`config.mk`:
```
export PLATFORM = sky130hd
export DESIGN_NAME = alu_multicycle
export DESIGN_NICKNAME = d
export VERILOG_FILES = /design/src/rtl/alu_multicycle.sv
export SDC_FILE = /design/constraint.sdc
export NUM_CORES = 1
export LEC_CHECK = 0
export BUFFER_PORTS_ARGS = -buffer_cell sky130_fd_sc_hd__buf_2
export CORE_MARGIN = 2
export CORE_UTILIZATION = 45
export CTS_CLUSTER_DIAMETER = 40
export DETAILED_ROUTE_END_ITERATION = 16
export GPL_TIMING_DRIVEN = 0
export SLEW_MARGIN = 20
export SYNTH_ARGS = -nofsm -noshare
export SYNTH_HDL_FRONTEND = slang
export SYNTH_SLANG_ARGS = --single-unit
export TNS_END_PERCENT = 100
```
`constraint.sdc`:
```
create_clock -name clk -period 4.12 [get_ports clk]
set_clock_uncertainty 0.2 [all_clocks]
set_input_delay 0.412 -clock clk [delete_from_list [all_inputs] [get_ports clk]]
set_output_delay 0.412 -clock clk [all_outputs]
set_load 0.005 [all_outputs]
```
`src/rtl/alu_multicycle.sv`:
```
// Execute-stage ALU with valid/ready handshake; MUL/DIV/REM iterate one bit per cycle
// (shift-add and restoring division), all other ops complete in a single EXEC1 cycle.
module alu_multicycle #(
  parameter int unsigned WIDTH  = 32,
  parameter int unsigned CTRL_W = 3
) (
  input  logic              clk,
  input  logic              reset,
  input  logic              in_valid,
  output logic              in_ready,
  input  logic [WIDTH-1:0]  op1,
  input  logic [WIDTH-1:0]  op2,
  input  logic              ignore_op2,
  input  logic [CTRL_W-1:0] aluCtrl,
  output logic              out_valid,
  input  logic              out_ready,
  output logic [WIDTH-1:0]  result,
  output logic              zero,
  output logic              busy
);

  localparam int unsigned CNT_W = $clog2(WIDTH);

  localparam logic [1:0] IDLE  = 2'd0;
  localparam logic [1:0] EXEC1 = 2'd1;
  localparam logic [1:0] ITER  = 2'd2;
  localparam logic [1:0] DONE  = 2'd3;

  localparam logic [CTRL_W-1:0] OP_ADD = CTRL_W'(3'b000);
  localparam logic [CTRL_W-1:0] OP_MUL = CTRL_W'(3'b001);
  localparam logic [CTRL_W-1:0] OP_SUB = CTRL_W'(3'b010);
  localparam logic [CTRL_W-1:0] OP_DIV = CTRL_W'(3'b011);
  localparam logic [CTRL_W-1:0] OP_REM = CTRL_W'(3'b100);
  localparam logic [CTRL_W-1:0] OP_AND = CTRL_W'(3'b101);
  localparam logic [CTRL_W-1:0] OP_OR  = CTRL_W'(3'b110);
  localparam logic [CTRL_W-1:0] OP_SLT = CTRL_W'(3'b111);

  logic [1:0]        r_state;
  logic [WIDTH-1:0]  r_a;
  logic [WIDTH-1:0]  r_b;
  logic [CTRL_W-1:0] r_op;
  logic [WIDTH-1:0]  r_hi;
  logic [WIDTH-1:0]  r_lo;
  logic [CNT_W-1:0]  r_cnt;
  logic [WIDTH-1:0]  r_result;
  logic              r_zero;

  logic              w_accept;
  logic              w_iter_op;
  logic [WIDTH-1:0]  w_e2;
  logic [WIDTH-1:0]  w_exec_res;
  logic [WIDTH-1:0]  w_mul_acc;
  logic [WIDTH:0]    w_div_shift;
  logic [WIDTH:0]    w_div_diff;
  logic              w_div_ge;
  logic [WIDTH-1:0]  w_rem_next;
  logic [WIDTH-1:0]  w_quo_next;

  assign in_ready  = (r_state == IDLE);
  assign out_valid = (r_state == DONE);
  assign busy      = (r_state != IDLE);
  assign result    = r_result;
  assign zero      = r_zero;

  assign w_accept  = in_valid && (r_state == IDLE);
  assign w_iter_op = (aluCtrl == OP_MUL) || (aluCtrl == OP_DIV) || (aluCtrl == OP_REM);
  assign w_e2      = ignore_op2 ? '0 : op2;

  // MUL: r_hi accumulates, r_a is the left-shifting multiplicand, r_lo the multiplier.
  assign w_mul_acc = r_lo[0] ? (r_hi + r_a) : r_hi;

  // DIV/REM: r_hi is the partial remainder, r_lo shifts dividend out and quotient in.
  // A zero divisor always subtracts, giving an all-ones quotient and remainder = op1.
  assign w_div_shift = {r_hi, r_lo[WIDTH-1]};
  assign w_div_diff  = w_div_shift - {1'b0, r_b};
  assign w_div_ge    = ~w_div_diff[WIDTH];
  assign w_rem_next  = w_div_ge ? w_div_diff[WIDTH-1:0] : w_div_shift[WIDTH-1:0];
  assign w_quo_next  = {r_lo[WIDTH-2:0], w_div_ge};

  always_comb begin
    w_exec_res = '0;
    case (r_op)
      OP_ADD:  w_exec_res = r_a + r_b;
      OP_SUB:  w_exec_res = r_a - r_b;
      OP_AND:  w_exec_res = r_a & r_b;
      OP_OR:   w_exec_res = r_a | r_b;
      OP_SLT:  w_exec_res = {{(WIDTH-1){1'b0}}, ($signed(r_a) < $signed(r_b))};
      default: w_exec_res = '0;
    endcase
  end

  always_ff @(posedge clk) begin
    if (reset) begin
      r_state  <= IDLE;
      r_a      <= '0;
      r_b      <= '0;
      r_op     <= '0;
      r_hi     <= '0;
      r_lo     <= '0;
      r_cnt    <= '0;
      r_result <= '0;
      r_zero   <= 1'b0;
    end else begin
      case (r_state)
        IDLE: begin
          if (w_accept) begin
            r_a    <= op1;
            r_b    <= w_e2;
            r_op   <= aluCtrl;
            r_zero <= (op1 == op2);
            r_cnt  <= CNT_W'(WIDTH - 1);
            r_hi   <= '0;
            r_lo   <= (aluCtrl == OP_MUL) ? w_e2 : op1;
            r_state <= w_iter_op ? ITER : EXEC1;
          end
        end
        EXEC1: begin
          r_result <= w_exec_res;
          r_state  <= DONE;
        end
        ITER: begin
          if (r_op == OP_MUL) begin
            r_hi <= w_mul_acc;
            r_a  <= r_a << 1;
            r_lo <= r_lo >> 1;
          end else begin
            r_hi <= w_rem_next;
            r_lo <= w_quo_next;
          end
          if (r_cnt == '0) begin
            if (r_op == OP_MUL)      r_result <= w_mul_acc;
            else if (r_op == OP_DIV) r_result <= w_quo_next;
            else                     r_result <= w_rem_next;
            r_state <= DONE;
          end else begin
            r_cnt <= r_cnt - 1'b1;
          end
        end
        DONE: begin
          if (out_ready) r_state <= IDLE;
        end
        default: r_state <= IDLE;
      endcase
    end
  end

endmodule
```
# ---- Yosys cells after proc, flatten, opt, wreduce, memory -nomap -nowiden
# Cells that the tools add are included.
dict set report word_totals {
  output_inout_bits 36
  reg_bits 171
  in_bits 72
  elab_cells 77
}
dict set report op_classes {
  bitwise_logic 3
  addsub 5
  order_cmp 1
  n_mux 26
  eq_ne 18
  n_reduce_logical 15
}
# cell count
set op_table {}
lappend op_table {{$mux 32} 13}
lappend op_table {{$pmux 32 s2} 4}
lappend op_table {{$pmux 32 s5} 1}
lappend op_table {{$add 32x32->32} 2}
lappend op_table {{$sub 33x32->33} 1}
lappend op_table {{$and 32x32->32} 1}
lappend op_table {{$eq 32x32->1} 1}
lappend op_table {{$lt 32x32->1} 1}
lappend op_table {{$or 32x32->32} 1}
lappend op_table {{$sub 32x32->32} 1}
lappend op_table {{$eq 3x3->1 const B} 4}
lappend op_table {{$mux 5} 2}
lappend op_table {{$pmux 5 s2} 1}
lappend op_table {{$eq 3x2->1 const B} 3}
lappend op_table {{$reduce_and 3->1} 3}
lappend op_table {{$mux 2} 4}
lappend op_table {{$pmux 2 s4} 1}
lappend op_table {{$eq 3x1->1 const B} 2}
lappend op_table {{$ne 2x2->1 const B} 3}
lappend op_table {{$reduce_and 2->1} 3}
lappend op_table {{$reduce_bool 2->1} 3}
lappend op_table {{$logic_not 5->1} 1}
lappend op_table {{$sub 5x1->5 const B} 1}
lappend op_table {{$eq 2x2->1 const B} 2}
lappend op_table {{other kinds (7)} 9}

# ---- Logic depth before layout (Yosys ltp)
# Gate-level depths: netlist (run 1).
dict set report logic_depth {
  ltp_word 6
  mapped_depth 16
  depth_no_buf 14
}

# ---- Worst setup path after synthesis (run 1)
# Ideal clock, no wire load.
dict set report synth_path {
  kind {register -> register}
  start {reg r_b[1]}
  end {reg r_result[20], in the netlist result[20]}
  setup_ns 0.122
  synth_period_minus_slack_ns 3.371
  n_path_buf 1
  path_stages_with_launch 14
  path_slack_ns 0.749
  t_required_ns 3.798
  arrival_ns 3.049
  cell_sequence {dfxtp_1 > inv_1 > fa_1 > a21o_1 > a31o_2 > nand4_2 > a2111oi_4 > or2_4 > o211ai_2 > buf_6 > mux2_1 > mux2_2 > a21oi_1 > a31oi_1}
}
dict set report synth_between {
  elab_chain_cells 6
  elab_cells_between_ends 9
  classes_between {add/sub (3); mux (6)}
}
# element line_no
set synth_lines {}
lappend synth_lines {{from (decl)} 40} ;# logic [WIDTH-1:0] r_b;
lappend synth_lines {{from (signal assigned)} 108} ;# r_b <= w_e2;
lappend synth_lines {{$sub 33x32->33} 75} ;# assign w_div_diff = w_div_shift - {1'b0, r_b};
lappend synth_lines {{$mux 32} 77} ;# assign w_rem_next = w_div_ge ? w_div_diff[WIDTH-1:0] : w_div_shift[WIDTH-1:0];
lappend synth_lines {{$mux 32} 132} ;# else if (r_op == OP_DIV) r_result <= w_quo_next;
lappend synth_lines {{$mux 32} 131} ;# if (r_op == OP_MUL) r_result <= w_mul_acc;
lappend synth_lines {{$mux 32} 130} ;# if (r_cnt == '0) begin
lappend synth_lines {{$pmux 32 s2 *} 104} ;# case (r_state)
lappend synth_lines {{to (signal assigned)} 131}
lappend synth_lines {{to (signal assigned)} 132}
lappend synth_lines {{to (signal assigned)} 133} ;# else r_result <= w_rem_next;
lappend synth_lines {{to (decl)} 45} ;# logic [WIDTH-1:0] r_result;
# Mark *: on every way between the ends. The rest lies on a longest branch, timed or not. The select of a mux whose other input is x is not followed.
# A chain may end at the register's enable or synchronous reset.

# ---- Final worst setup path (run 1)
dict set report layout_path {
  start {reg r_b[15]}
  end {reg r_result[28], in the netlist result[28]}
}
# The elaborated chain is that of the path after synthesis.

==> results of run 1 <==
-- power groups by stage --
stage | clock (uW) | sequential, uW | combinational (uW)
final | 1750 | 2910 | 10700
after floorplan | 0 | 2440 | 6950
after detailed placement | 0 | 2850 | 10100
after CTS | 1750 | 2820 | 10200
after global placement | 0 | 2840 | 10000
after global routing | 1800 | 2920 | 11400
-- worst reg2reg max path: cells and delay by family (launching register included) --
family	cells	cell delay [ns]
compound gates	6	1.74
fa+ha+maj	1	0.29
buf+inv	2	0.54
flops	1	0.42
simple gates	4	0.87
-- stage by stage --
step | hold slack, ns | setup TNS, ns | worst slack (ns) | instances
after CTS | 0.07043 | 0 | 0.004670 | 3090
after global placement | 0.2447 | -1.454 | -0.3134 | 3057
after floorplan | 0.2483 | 0 | 0.7489 | 2435
after global routing | 0.1107 | -0.1140 | -0.1140 | 3090
final | 0.08773 | -0.05029 | -0.03707 | 3091
after detailed placement | 0.2585 | -1.509 | -0.3189 | 3058
-- synth_stat cells (all sizes together) (13+ instances only) --
library cell and number:
clkbuf 136, a21oi 246, o21a 15, nor2b 19, nor3b 64, nand4 17, nand2b 24, a311oi 35
nor3 44, nor2 262, a21o 37, o31ai 20, nor4 17, nand2 244, nand3 43, o221ai 15
buf 22, o21ai 142, a221oi 15, dfxtp 171, a32o 18, o211ai 28, xor2 48, and3 17
inv 114, and2 13, xnor2 62, ha 179, a211oi 84, o21bai 15, a31oi 38, mux2i 72
-- what timing repair did --
action                     4_1_cts  5_1_grt
setup endpoints to repair       21       45
buffers inserted                 1        0
resized for setup               20       44
pin swaps                        2        1
-- layout make-up --
class | count | share of cell area [%]
Timing Repair Buffer | 106 | 2.704
Inverter | 118 | 2.236
Tap cell | 518 | 3.272
Sequential cell | 171 | 17.39
Clock buffer | 20 | 2.306
Multi-Input combinational cell | 1988 | 68.12
Buffer | 158 | 3.291
Clock inverter | 11 | 0.6696
Antenna cell | 1 | 0.01263
-- metal layers --
metal | vias up | global-route usage, % | routed length, um
met5 | - | 0 | 0
met2 | 1155 | 64.21 | 37170
met1 | 9687 | 55.86 | 36900
li1 | 9175 | - | -
met4 | 0 | 16.58 | 3503
met3 | 175 | 10.11 | 9692
-- state kept, by name, indices dropped and copies added, names as in the netlist --
signal	cells
r_hi	32
r_state	2
r_op	3
zero	1
r_lo	32
result	32
r_b	32
r_a	32
r_cnt	5
-- final timing paths --
kind                                           start                      end  slack, ns
worst max-delay path            r_b[15]$_SDFFE_PP0P_  result[28]$_SDFFE_PP0P_      -0.04
worst min-delay path                      aluCtrl[1]     r_op[1]$_SDFFE_PP0P_       0.09
worst max register to register  r_b[15]$_SDFFE_PP0P_  result[28]$_SDFFE_PP0P_      -0.04
worst min register to register     zero$_SDFFE_PP0P_        zero$_SDFFE_PP0P_       0.27
-- cells in the final DEF (no fill, tap or decap), types with 18 or more instances in the layout --
cell type  instances
xor2_1            48
buf_2            107
nor3_1            41
inv_1            112
xnor2_1           62
ha_1             175
a311oi_1          34
nand3_1           43
mux2i_1           69
nand2_1          244
nand2b_1          24
a211oi_1          83
o211ai_1          27
nor2b_1           19
a21oi_1          239
o21ai_0          129
dfxtp_1          154
nor2_1           260
nor3b_1           64
clkbuf_1         133
a31oi_1           36
a21o_1            37
a32o_1            18
-- logic make-up after synthesis --
kind of cell | after synthesis | share of synthesized area [%]
xor gates and xnor gates | 110 | 5.406
and+or+nand+nor | 789 | 20.63
DFF | 171 | 19.21
adders and majority gates | 183 | 13.02
buffers and inverters | 276 | 6.115
AOI/OAI and AO/OA | 830 | 31.33
muxes | 76 | 4.297
==> impl_metrics.tcl, run 1 <==
set metrics [dict create \
    first_pass_iters 6 \
    internal_power_uw 6720 \
    cts_sinks 171 \
    stdcell_area_sq_um 19810 \
    hold_path.class "primary input to flip-flop" \
    critPathRequiredTime_ns 4.28 \
    grt_pass1_wl_um 125500 \
    synth_fp_nets 2690 \
    worst_pin_slew_ns 1.222 \
    grt_max_degree 17 \
    syn_to_final_growth_pct 11.13 \
    clockRootBuffer "clkbuf_16" \
    seqPwrFrac_pct 18.9 \
    yosys.area.top_type_share_pct 19.21 \
    crit_chain "inv_2, ha_1, clkbuf_1, nand2_1, a21boi_0, nand2_1, o21ai_1, a32o_1, o21bai_1, and4_1, nor3_2, a311oi_1, a211o_1" \
    fmax_ghz 0.2406 \
    clk_pin_slew_ns 0.07 \
    slowest_delay_ns 0.42 \
    ys_types 95 \
    p_total_uw 15410 \
    seq_area_sq_um 3445 \
    cts_inserted_buffers 17 \
    cts_buffer_depth 2 \
    crit_path_end_kind "flip-flop" \
    fp.dieH_um 203.0 \
    rsz0062_at_grt "yes" \
    multi_input_area_sq_um 13490 \
    routabilityCongestion 1.001 \
    grt_pass1_vias 19246 \
    die_area_sq_um 41210 \
    ys_seq_elements 171 \
    syn_inst 2435 \
    ant_nets 0 \
    vias 20192 \
    fp.dieW_um 203.0 \
    grt_overflow 0 \
    async_flop_share_pct 0 \
    powerDensity_nw_per_um2 778.0 \
    grt_usage_pct 41.68 \
    worst-path-stages 13 \
    cp_slowest_cell "dfxtp_1" \
    postLayoutSetupSlackWorst_ns -0.03707 \
    violations "negative setup slack" \
    fillerInstances 3978 \
    worstRegToRegCells 13 \
    ir_worst_vdd_mv 0.5199 \
    cts_max_level 4 \
    antenna_found_initial 0 \
    cap_violations 0 \
    drc 0 \
    dp_hpwl_um 70640 \
    min_period_ns 4.157 \
    crit_fanout 9 \
    rows 72 \
    period_share_pct 100.9 \
    path_class "flip-flop to flip-flop" \
    syn_area_sq_um 17820 \
    syn_area_per_cell_sq_um 7.319 \
    place_area_sq_um 19000 \
    drive_gt1_share_pct 8.942 \
    setup_viol 2 \
    comb_power_share_pct 69.7 \
    setup.worst_path.start_class "flip-flop" \
    fin_util_pct 51.01 \
    worstPathArrival_ns 4.32 \
    synth-main-ff-cell "dfxtp_1" \
    start_util_pct 45.90 \
    clock_power_share_pct 11.3 \
    synth_edf_count 0 \
    path_delay_family "compound AO/OA/AOI/OAI gates" \
    routed_via_density 6.533 \
    drtIter0Drc 2262 \
    worstSkewPairLatency_ns 0.48 \
    io_buffers 104 \
    hold_violations 0 \
    netlist_top_cells_area "dfxtp_1 19%, ha_1 13%, a21oi_1 6.8%" \
    outcome "finished, violations left" \
    wl_per_cell_um 28.23 \
    leakagePower_uw 0.008046 \
    nets 2815 \
    drt-total-wl_um 87270 \
    core_sq_um 38830 \
    slew_viol_final 0 \
    pin_count 108 \
    switchingPower_uw 8689 \
    swShare_pct 56.39 \
    synth.yosys.seq_area_share_pct 19.21 \
    slew_headroom_pct 18.56 \
    cpMostUsedCell "nand2_1" \
    worst-path-buf-inv 2 \
    yosys_warnings 0 \
    cts_hold_buf 0 \
    hold_depth 3 \
    synth.largest_area_cell "dfxtp_1" \
    cts_tree "yes" \
]
(Power assumes the default switching activity.)
==> run 2, diff against run 1 <==
--- a/config.mk
+++ b/config.mk
@@ -6,7 +6,7 @@
 export NUM_CORES = 1
 export LEC_CHECK = 0
 export BUFFER_PORTS_ARGS = -buffer_cell sky130_fd_sc_hd__buf_2
-export CORE_MARGIN = 2
+export CORE_MARGIN = 3
 export CORE_UTILIZATION = 45
 export CTS_CLUSTER_DIAMETER = 40
 export DETAILED_ROUTE_END_ITERATION = 16
==> run 2 against run 1 <==
The run now ends clean. Count of clock-buffer cells in the layout fell by 1. Via count rose by 0.20%. First-iteration DRC count rose by 9.4%. Largest cell class unchanged. Setup slack improved by 0.043 ns. Combinational power barely moved. Sequential share of layout area barely moved. Wire length fell by 1.8%. Critical path depth did not move. Critical endpoint unchanged.
==> impl_metrics.tcl, run 2 (same netlist as run 1, synthesis figures left out) <==
set metrics [dict create \
    drt-total-wl_um 85730 \
    antenna_found_initial 1 \
    setup_viol 0 \
    powerDensity_nw_per_um2 775.4 \
    crit_fanout 8 \
    path_delay_family "compound AO/OA/AOI/OAI gates" \
    swShare_pct 56.48 \
    wl_per_cell_um 27.73 \
    die_area_sq_um 42030 \
    grt_max_degree 17 \
    place_area_sq_um 18990 \
    rows 72 \
    first_pass_iters 8 \
    grt_usage_pct 39.94 \
    final_cell_mix "260 x nor2_1, 244 x nand2_1, 238 x a21oi_1" \
    comb_power_share_pct 70.4 \
    internal_power_uw 6677 \
    postLayoutSetupSlackWorst_ns 0.006113 \
    outcome "finished clean" \
    cts_hold_buf 0 \
    path_class "flip-flop to flip-flop" \
    period_share_pct 99.85 \
    hold_violations 0 \
    core_sq_um 38920 \
    syn_to_final_growth_pct 11.02 \
    grt_pass1_wl_um 123800 \
    clk_pin_slew_ns 0.08 \
    io_buffers 104 \
    crit_path_end_kind "flip-flop" \
    worst-path-buf-inv 2 \
    drtIter0Drc 2475 \
    cap_violations 0 \
    grt_pass1_vias 19077 \
    cp_slowest_cell "dfxtp_1" \
    worst_pin_slew_ns 1.143 \
    dp_hpwl_um 69680 \
    slowest_delay_ns 0.53 \
    seqPwrFrac_pct 19.0 \
    slew_headroom_pct 23.78 \
    fp.dieW_um 205.0 \
    worstPathArrival_ns 4.29 \
    clock_power_share_pct 10.6 \
    dp_slack_ns -0.3621 \
    worstSkewPairLatency_ns 0.48 \
    fmax_ghz 0.2431 \
    clockRootBuffer "clkbuf_16" \
    slew_viol_final 0 \
    hold_path.class "primary input to flip-flop" \
    routabilityCongestion 1.011 \
    stdcell_area_sq_um 19790 \
    fp.dieH_um 205.0 \
    leakagePower_uw 0.008019 \
    vias 20232 \
    cts_sinks 171 \
    switchingPower_uw 8665 \
    start_util_pct 45.79 \
    mostFrequentLayoutCell "nor2_1" \
    setup.worst_path.start_class "flip-flop" \
    drc 0 \
    cts_inserted_buffers 17 \
    pin_count 108 \
    crit_chain "inv_1, ha_1, clkbuf_1, a21oi_1, a32oi_1, o31ai_2, o21ai_1, a32o_1, o21bai_1, and4_1, nor3_2, a311oi_1, a211o_1" \
    rsz0062_at_grt "yes" \
    ir_worst_vdd_mv 0.3929 \
    drive_gt1_share_pct 8.897 \
    min_period_ns 4.114 \
    nets 2816 \
    cts_tree "yes" \
    routed_via_density 6.543 \
    ant_nets 0 \
    grt_overflow 0 \
    cts_buffer_depth 2 \
    n_antenna_cell 0 \
    critPathRequiredTime_ns 4.30 \
    cts_max_level 4 \
    fillerInstances 3942 \
]
==> run 2: changes by cell type in the layout (fill, tap and decap cells not counted), sizes merged <==
cell / change
inv: +3
buf: +2
clkbuf: -2
bufinv: -2
clkinvlp: +1
diode: -1
==> run 2: through the flow <==
stage	hold slack (ns)	TNS [ns]	util (%)	total power [uW]	std cells
final	0.03639	0	50.84	15340	3092
after global routing	0.04353	-0.3285	50.84	16140	3092
after CTS	0.02458	0	50.45	14750	3092
after detailed placement	0.2463	-2.935	48.80	12900	3057
after global placement	0.2449	-2.208	48.80	12820	3057
after floorplan	0.2483	0	-	9387	2435
==> run 2: worst reg2reg max path, delay by kind of cell, from the launching register on <==
kind / cells / cell delay (ns)
AO/OA/AOI/OAI: 8 / 1.93
flip-flops: 1 / 0.53
adder cells (fa/ha/maj): 1 / 0.32
AND/OR/NAND/NOR: 2 / 0.53
buffers and inverters: 2 / 0.50
==> run 2: path summary, 6_finish.rpt <==
path                                     startpoint                 endpoint  slack [ns]  cells past startpoint
worst min register to register    zero$_SDFFE_PP0P_        zero$_SDFFE_PP0P_        0.26                      2
worst max register to register  r_b[7]$_SDFFE_PP0P_  result[28]$_SDFFE_PP0P_       0.006                     13
worst min-delay path                     aluCtrl[1]     r_op[1]$_SDFFE_PP0P_        0.04                      3
worst max-delay path            r_b[7]$_SDFFE_PP0P_  result[28]$_SDFFE_PP0P_       0.006                     13
==> run 2: cell type report <==
| type | instances | area, sq um | share of cell area (%) |
|---|---|---|---|
| flip-flops and latches | 171 | 3443 | 17.40 |
| repair buffers | 108 | 550.5 | 2.782 |
| well taps | 518 | 648.1 | 3.276 |
| clock inverters | 13 | 107.6 | 0.5438 |
| multi-input cells | 1988 | 13500 | 68.24 |
| plain buffers | 157 | 649.4 | 3.282 |
| clock buffers | 19 | 442.9 | 2.239 |
| inverters | 118 | 442.9 | 2.239 |
==> run 2: power by group through the flow <==
stage / registers, uW / clock network [uW] / logic, uW
final: 2910 / 1630 / 10800
after global routing: 2920 / 1680 / 11500
after detailed placement: 2860 / 0 / 10000
after CTS: 2820 / 1620 / 10300
after floorplan: 2440 / 0 / 6950
after global placement: 2850 / 0 / 9970
==> run 2: layer usage <==
layer / up-vias / track usage [%] / routed length [um]
li1: 9180 / - / -
met5: - / 0 / 13
met1: 9664 / 55.04 / 36210
met3: 197 / 7.357 / 9344
met2: 1189 / 61.51 / 36330
met4: 2 / 16.01 / 3830
==> run 2: timing repair <==
item | 4_1_cts | 5_1_grt
buffers inserted | 3 | 1
pin swaps | 1 | 2
endpoints found under the setup margin | 30 | 46
gates resized for setup | 15 | 47
endpoints found under the hold margin | 0 | 0
